## src/rtl/testez_monitor.sv

```systemverilog
// -----------------------------------------------------------------------------
// testez_monitor
//
// Monitors the three outputs (o, p, q) of the upstream decode stage. Each
// input passes through two register ranks. The monitor detects rising edges
// and keeps a saturating edge count for each signal. Every cycle that has at
// least one rise queues one event ({rise mask, timestamp}) in a small
// first-word-fall-through FIFO, which a host drains with rd. A hold detector
// raises alarm when the registered o stays high for HOLD consecutive samples.
//
// Ports
//   clk       in   single clock; all state changes on its rising edge
//   rst       in   asynchronous active-low reset, released synchronously
//   o, p, q   in   decode-stage outputs being monitored
//   clr       in   synchronous clear of counters, ovf and hold detector
//   rd        in   pop request for the event FIFO (ignored while empty)
//   ev_valid  out  event FIFO not empty
//   ev_data   out  head entry {mask[2:0] = {o,p,q rise}, ts[TS_W-1:0]}, 0 when empty
//   o_cnt     out  saturating rising-edge count of o
//   p_cnt     out  saturating rising-edge count of p
//   q_cnt     out  saturating rising-edge count of q
//   ovf       out  sticky: an event was dropped because the FIFO was full
//   alarm     out  o has been held high for HOLD samples
// -----------------------------------------------------------------------------
module testez_monitor #(
  parameter int CNT_W = 8,
  parameter int TS_W  = 8,
  parameter int DEPTH = 4,
  parameter int HOLD  = 4
) (
  input  logic              clk,
  input  logic              rst,
  input  logic              o,
  input  logic              p,
  input  logic              q,
  input  logic              clr,
  input  logic              rd,
  output logic              ev_valid,
  output logic [TS_W+2:0]   ev_data,
  output logic [CNT_W-1:0]  o_cnt,
  output logic [CNT_W-1:0]  p_cnt,
  output logic [CNT_W-1:0]  q_cnt,
  output logic              ovf,
  output logic              alarm
);

  localparam int AW    = $clog2(DEPTH);
  localparam int DW    = TS_W + 3;
  localparam int RUN_W = 8;

  localparam logic [CNT_W-1:0] CNT_MAX = {CNT_W{1'b1}};
  localparam logic [RUN_W-1:0] HOLD_V  = RUN_W'(HOLD);

  typedef enum logic [1:0] {
    ST_IDLE,
    ST_COUNT,
    ST_ALARM
  } hold_state_t;

  // ---------------------------------------------------------------------------
  // Input stage. Bit 2 is o, bit 1 is p, bit 0 is q, which matches the mask
  // layout in ev_data.
  // ---------------------------------------------------------------------------
  logic [2:0] r_in_r;
  logic [2:0] r_in_rr;
  logic [2:0] w_mask;

  // NOTE: sequential state uses non-blocking assignments only, so every
  // flop samples the values from before the edge, whatever order the
  // blocks are evaluated in.
  always_ff @(posedge clk or negedge rst) begin
    if (!rst) begin
      r_in_r  <= '0;
      r_in_rr <= '0;
    end else begin
      r_in_r  <= {o, p, q};
      r_in_rr <= r_in_r;
    end
  end

  // Both ranks reset to 0, so an input that is already high when reset is
  // released still produces exactly one rise.
  assign w_mask = r_in_r & ~r_in_rr;

  // ---------------------------------------------------------------------------
  // Saturating edge counters. clr wins over a rise in the same cycle.
  // ---------------------------------------------------------------------------
  logic [CNT_W-1:0] r_cnt [3];

  for (genvar g = 0; g < 3; g++) begin : g_cnt
    always_ff @(posedge clk or negedge rst) begin
      if (!rst) begin
        r_cnt[g] <= '0;
      end else if (clr) begin
        r_cnt[g] <= '0;
      end else if (w_mask[g] && (r_cnt[g] != CNT_MAX)) begin
        r_cnt[g] <= r_cnt[g] + 1'b1;
      end
    end
  end

  assign o_cnt = r_cnt[2];
  assign p_cnt = r_cnt[1];
  assign q_cnt = r_cnt[0];

  // ---------------------------------------------------------------------------
  // Free-running timestamp. It wraps naturally and clr does not touch it.
  // ---------------------------------------------------------------------------
  logic [TS_W-1:0] r_ts;

  always_ff @(posedge clk or negedge rst) begin
    if (!rst) begin
      r_ts <= '0;
    end else begin
      r_ts <= r_ts + 1'b1;
    end
  end

  // ---------------------------------------------------------------------------
  // Event FIFO. The pointers carry one extra wrap bit so that full and empty
  // can be told apart without a separate occupancy counter.
  // ---------------------------------------------------------------------------
  logic [DW-1:0] r_mem [DEPTH];
  logic [AW:0]   r_wr_ptr;
  logic [AW:0]   r_rd_ptr;
  logic          r_ovf;

  logic w_empty;
  logic w_full;
  logic w_push;
  logic w_pop;
  logic w_wr_en;
  logic w_drop;

  assign w_empty = (r_wr_ptr == r_rd_ptr);
  assign w_full  = (r_wr_ptr[AW] != r_rd_ptr[AW]) &&
                   (r_wr_ptr[AW-1:0] == r_rd_ptr[AW-1:0]);

  assign w_push  = |w_mask;
  // A pop needs a valid head. This also makes rd a no-op on an empty FIFO
  // when a push arrives in the same cycle.
  assign w_pop   = rd && !w_empty;
  // A full FIFO can still accept a push when a pop frees a slot in the same
  // cycle.
  assign w_wr_en = w_push && (!w_full || w_pop);
  assign w_drop  = w_push && w_full && !w_pop;

  always_ff @(posedge clk or negedge rst) begin
    if (!rst) begin
      r_wr_ptr <= '0;
      r_rd_ptr <= '0;
    end else begin
      if (w_wr_en) begin
        r_wr_ptr <= r_wr_ptr + 1'b1;
      end
      if (w_pop) begin
        r_rd_ptr <= r_rd_ptr + 1'b1;
      end
    end
  end

  // NOTE: the storage array has no reset. The pointers define which entries
  // are live, and ev_data is forced to 0 while the FIFO is empty, so stale
  // contents are never visible.
  always_ff @(posedge clk) begin
    if (w_wr_en) begin
      r_mem[r_wr_ptr[AW-1:0]] <= {w_mask, r_ts};
    end
  end

  // The ovf flag is sticky. clr takes priority over a drop in the same cycle.
  always_ff @(posedge clk or negedge rst) begin
    if (!rst) begin
      r_ovf <= 1'b0;
    end else if (clr) begin
      r_ovf <= 1'b0;
    end else if (w_drop) begin
      r_ovf <= 1'b1;
    end
  end

  assign ev_valid = !w_empty;
  assign ev_data  = w_empty ? '0 : r_mem[r_rd_ptr[AW-1:0]];
  assign ovf      = r_ovf;

  // ---------------------------------------------------------------------------
  // Hold detector on o_r. r_run counts consecutive high samples and
  // saturates at HOLD. The alarm output is the registered ALARM state.
  // ---------------------------------------------------------------------------
  hold_state_t      r_state;
  logic [RUN_W-1:0] r_run;

  always_ff @(posedge clk or negedge rst) begin
    if (!rst) begin
      r_state <= ST_IDLE;
      r_run   <= '0;
    end else if (clr) begin
      r_state <= ST_IDLE;
      r_run   <= '0;
    end else begin
      case (r_state)
        ST_IDLE: begin
          if (r_in_r[2]) begin
            r_run   <= RUN_W'(1);
            r_state <= (HOLD_V == RUN_W'(1)) ? ST_ALARM : ST_COUNT;
          end
        end
        ST_COUNT: begin
          if (r_in_r[2]) begin
            r_run <= r_run + RUN_W'(1);
            if ((r_run + RUN_W'(1)) == HOLD_V) begin
              r_state <= ST_ALARM;
            end
          end else begin
            r_run   <= '0;
            r_state <= ST_IDLE;
          end
        end
        ST_ALARM: begin
          if (!r_in_r[2]) begin
            r_run   <= '0;
            r_state <= ST_IDLE;
          end
        end
        default: begin
          r_run   <= '0;
          r_state <= ST_IDLE;
        end
      endcase
    end
  end

  assign alarm = (r_state == ST_ALARM);

endmodule

```

## config.mk

```make
export PLATFORM = sky130hd
export DESIGN_NAME = testez_monitor
export DESIGN_NICKNAME = d
export VERILOG_FILES = /design/src/rtl/testez_monitor.sv
export SDC_FILE = /design/constraint.sdc
export NUM_CORES = 1
export LEC_CHECK = 0
export CORE_ASPECT_RATIO = 1.25
export CORE_MARGIN = 5
export CORE_UTILIZATION = 39
export DETAILED_ROUTE_END_ITERATION = 12
export PLACE_DENSITY = 0.67
export SYNTH_ARGS = -nofsm -noshare
export SYNTH_HDL_FRONTEND = slang
export SYNTH_SLANG_ARGS = --single-unit
```

## constraint.sdc

```tcl
create_clock -name clk -period 2.75 [get_ports clk]
set_input_delay 0.275 -clock clk [delete_from_list [all_inputs] [get_ports clk]]
set_output_delay 0.275 -clock clk [all_outputs]
set_load 0.05 [all_outputs]
```

==> results.cfg, run 1 <==
[drt]
post_drt_wl_per_cell_um = 14.9
drt_wl_total_mm = 7.64
drt_drc_violations_left = 0
drtIter0Drc = 81
ant_nets = 0
vias_per_cell = 5.12
firstDrtPassIters = 4
vias = 2626

[timing]
rsz0062_at_grt = no
setup_viol = 0
tns_ns = 0
fin_crit_sh = 0.855
worst_slack_ns = 0.400
worst_hold_slack_ns = -0.00700
tightest_slew_ns = 0.716
min_period_ns = 2.35
fin_skew_ns = 0.00609
max_freq_mhz = 425
relSlewSlack = 0.523
finalHoldViolations = 12
slew_violations = 0

[global_route]
overflow = 0
first_global_vias = 2633
grt_use_total = 0.121
grt_max_degree = 33
grt_pass1_wl_mm = 13.2
antenna_found_initial = 0

[clock_tree]
cts_tree = built
cts.sinks = 99
cts_root_buf = clkbuf_16
cts_hold_repair.buffers = 0
clock_latency_ns = 0.33
htree_levels = 3
cts_max_path_buffers = 2
numCtsBuffers = 9
post_cts_resized = 0
clk_pin_slew_worst_paths_ns = 0.07
cts_setup_buffers = 0

[synthesis]
yosysUniqueCellTypes = 44
synth_area_per_cell_um2 = 13.5
syn-num-nets = 340
yosys_warnings = 0
synth_flop_cell = dfrtp_1
synth_edf_count = 44
synthCells = 322
yosys_register_bits = 99
ys_seq_area_frac = 0.621
mappedNetlistArea_um2 = 4340
async_flop_share = 0.556

[floorplanning]
die_w_um = 104
dieArea_um2 = 13400
core_um2 = 11000
chipHeight_um = 128
initial_core_util = 0.394
ios = 45
rows = 43

[run]
maxCapViolations = 0

[setup_path]
rrSetupSlack_ns = 0.49
cp.required_ns = 2.48
crit_path_end_kind = output port
path_cells = xor2_1 -> nor2_1 -> nand2_1 -> and2_1 -> buf_12
critPathMaxStageDelay_ns = 0.74
arrival_ns = 2.08
start_kind = flop
criticalPathCategory = flop to output port
cp_slowest_cell = dfrtp_1
cp_max_fo = 14

[cells_and_area]
area.growth.synth_to_final_pct = 23.7
fillerInstances = 954
nets = 391
drive_gt1_frac = 0.146
multiInputGateArea_um2 = 1570
layout_common_cells = dfrtp_1 (55), edfxtp_1 (44), nor2_1 (33)
final_common_cell = dfrtp_1
regArea_um2 = 2700
antenna_cells = 0
final_util = 0.487

[place]
io_buffer_count = 44
place_ws_ns = 0.444
place_hpwl_mm = 5.45
place_congestion = 0.795

[power_and_ir_drop]
powerDensity_nw_per_um2 = 1020
irDropWorstVdd_mv = 0.679
leakagePower_nw = 2.11

[min_path]
hold_path_class = primary input to async pin

[outcome]
violations = hold timing
status = finished, violations left
## cell families after synthesis
| group | after synthesis | synth area share |
|---|---|---|
| simple gates | 114 | 0.143 |
| flops | 99 | 0.621 |
| xor+xnor | 32 | 0.0645 |
| compound gates | 30 | 0.0484 |
| buf+inv | 18 | 0.0179 |
| mux | 18 | 0.0735 |
| fa+ha+maj | 11 | 0.0317 |
## metal layers
layer / vias to the layer above / GRT usage / wire length (um)
li1: 1262 / - / -
met1: 1299 / 0.159 / 3580
met2: 54 / 0.200 / 3690
met3: 11 / 0.0302 / 285
met4: 0 / 0.0320 / 88
met5: - / 0 / 0
## critical path, delay by kind of cell, from the launching register on
family,cells,cell delay [ns]
simple gates,3,0.59
flops,1,0.74
buf+inv,1,0.15
xor+xnor,1,0.26
## synthesized netlist by cell type, types with 7 or more instances
cell type  count  area (um^2)
dfrtp_1       55         1380
xor2_1        15          131
mux4_2        11          248
nor2_1        33          124
xnor2_1       17          149
nand3_1       16         80.1
nand4_1        7         43.8
and2_1        17          106
nand2_1       13         48.8
edfxtp_1      44         1320
o21ai_1       12         60.1
ha_1          11          138
inv_1          8         30.0
## area by class of cell
class                           instances  area share
Clock buffer                            9      0.0419
Clock inverter                          7      0.0186
Inverter                               10     0.00699
Multi-Input combinational cell        205       0.292
Sequential cell                        99       0.502
Tap cell                              135      0.0315
Timing Repair Buffer                   48       0.107
## power by group
part	switching [mW]	total, mW	internal [mW]
registers	0.130	1.92	1.79
logic	1.19	2.21	1.02
clock network	0.540	1.34	0.805
## state kept, by name, summed over array words and instances, names as in the netlist
signal / flops
r_run: 8
r_state: 2
o_cnt: 8
r_ts: 8
r_in_rr: 3
r_wr_ptr: 3
r_rd_ptr: 3
r_in_r: 3
p_cnt: 8
ovf: 1
q_cnt: 8
r_mem: 44
## stage by stage
step	instances	power [mW]	instance area, um^2
after floorplan	322	3.22	4340
after global placement	497	4.16	5040
after detailed placement	497	4.20	5040
after CTS	513	5.55	5370
after global routing	513	5.73	5370
final	513	5.47	5370
## final timing paths
kind / from / end / depth (start not counted)
min in group clk: o / r_in_r[2] / 1
min: rst / o_cnt[6] / 1
max reg2reg: r_rd_ptr[1] / r_wr_ptr[2] / 5
max: r_rd_ptr[1] / ev_data[5] / 5
min reg2reg: r_in_r[1] / r_in_rr[1] / 0
max in group asynchronous: rst / r_run[0] / 2
Note: power is estimated with default switching activity, not from simulation.
==> run 2: changes to the inputs <==
Settings changed: CELL_PAD_IN_SITES_DETAIL_PLACEMENT from default to 0, CELL_PAD_IN_SITES_GLOBAL_PLACEMENT from default to 2, CORE_MARGIN 5 to default, PLACE_DENSITY 0.67 to 0.87.
==> results.cfg, run 2 (same netlist as run 1, synthesis figures left out) <==
[timing]
slew_violations = 0
setup_viol = 0
finalHoldViolations = 0
relSlewSlack = 0.535
tns_ns = 0
min_period_ns = 2.27
fin_skew_ns = 0.00431
rsz0062_at_grt = no
fin_crit_sh = 0.827
max_freq_mhz = 440
tightest_slew_ns = 0.698

[cells_and_area]
finalNonFillerCells = 511
final_common_cell = dfrtp_1
final_util = 0.494
antenna_cells = 0
drive_gt1_frac = 0.145
nets = 392
layout_common_cells = dfrtp_1 (55), edfxtp_1 (44), nor2_1 (33)
area.growth.synth_to_final_pct = 22.0
largest_register_ffs = 44

[floorplanning]
chipHeight_um = 120
ios = 45
initial_core_util = 0.405
core_um2 = 10700
rows = 42
die_w_um = 96.4
dieArea_um2 = 11600

[drt]
drtIter0Drc = 110
post_drt_wl_per_cell_um = 14.7
drt_drc_violations_left = 0
drt_wl_total_mm = 7.53
vias_per_cell = 5.06
firstDrtPassIters = 4
ant_nets = 0
vias = 2587

[power_and_ir_drop]
p_total_mw = 5.21
pwr-share-clk = 0.233
swShare = 0.358
seq_power_share = 0.369
irDropWorstVdd_mv = 0.437
powerDensity_nw_per_um2 = 982
p_int_mw = 3.34
leakagePower_nw = 2.08
switchingPower_mw = 1.86
pwr-share-comb = 0.398

[setup_path]
critical-path-top-delay-family = flip-flops
criticalPathCategory = flop to output port
cp_slowest_cell = dfrtp_1
cp.required_ns = 2.48
crit_path_end_kind = output port
path_cells = xor2_1 -> nor2_1 -> nand2_1 -> and2_1 -> buf_12
cp_max_fo = 14
critPathMaxStageDelay_ns = 0.67
start_kind = flop
crit_start = r_rd_ptr[1]
critPathBufInv = 1
r2r_start = r_rd_ptr[1]
arrival_ns = 2.00

[global_route]
antenna_found_initial = 0
first_global_vias = 2618
overflow = 0
grt_max_degree = 56
grt_use_total = 0.147
grt_pass1_wl_mm = 12.9

[outcome]
status = finished clean

[place]
io_buffer_count = 44
place_congestion = 0.703
dp_cells = 495
place_hpwl_mm = 5.34

[min_path]
hold_path_class = primary input to async pin

[clock_tree]
htree_levels = 3
clock_latency_ns = 0.34
cts_root_buf = clkbuf_16
cts_tree = built
cts.sinks = 99
clk_pin_slew_worst_paths_ns = 0.07
cts_hold_repair.buffers = 0
cts_max_path_buffers = 2
cts_setup_buffers = 0
numCtsBuffers = 9
post_cts_resized = 0

[run]
maxCapViolations = 0
-- run 2: changes by cell type in the layout (fill, tap and decap cells not counted), sizes merged --
cell,previous run,this run
inv,12,15
bufinv,2,0
buf,17,18
clkinv,3,2
-- run 2: power groups by stage --
stage | Combinational, mW | Sequential, mW | Clock [mW]
after floorplan | 1.29 | 1.93 | 0
after CTS | 2.10 | 1.93 | 1.24
final | 2.07 | 1.92 | 1.21
after detailed placement | 2.10 | 1.96 | 0
after global placement | 2.07 | 1.94 | 0
after global routing | 2.22 | 1.95 | 1.30
-- run 2: final timing paths --
path                            cells past startpoint  slack, ns     endpoint
worst max-delay path                                5       0.48   ev_data[5]
worst min-delay path                                2       0.07     r_run[3]
worst max register to register                      5       0.54  r_wr_ptr[2]
worst min register to register                      0       0.39   r_in_rr[0]
max in group asynchronous                           2       2.23      r_ts[5]
min in group clk                                    1       0.37    r_in_r[2]
-- run 2: cell type report --
cell class                      count  area (um^2)
Clock inverter                      7         63.8
Timing Repair Buffer               49          543
Inverter                           10         37.5
Multi-Input combinational cell    205         1570
Sequential cell                    99         2700
Clock buffer                        9          225
Tap cell                          132          165
Fill cell                         963         5420
-- run 2: layer usage --
metal  GRT usage  vias to the layer above  routed length, um
met5           0                        -                  0
met1       0.193                     1271               3420
met4      0.0551                        0                115
li1            -                     1270                  -
met3      0.0336                        9                238
met2       0.234                       37               3760
-- run 2: through the flow --
stage	setup slack [ns]	area, um^2	hold WS (ns)
5_1_grt	0.241	5300	0.134
6_report	0.477	5300	0.0696
3_3_place_gp	0.655	5010	0.364
4_1_cts	0.404	5300	0.0915
3_5_place_dp	0.499	5010	0.371
2_1_floorplan	0.567	4340	-0.0206
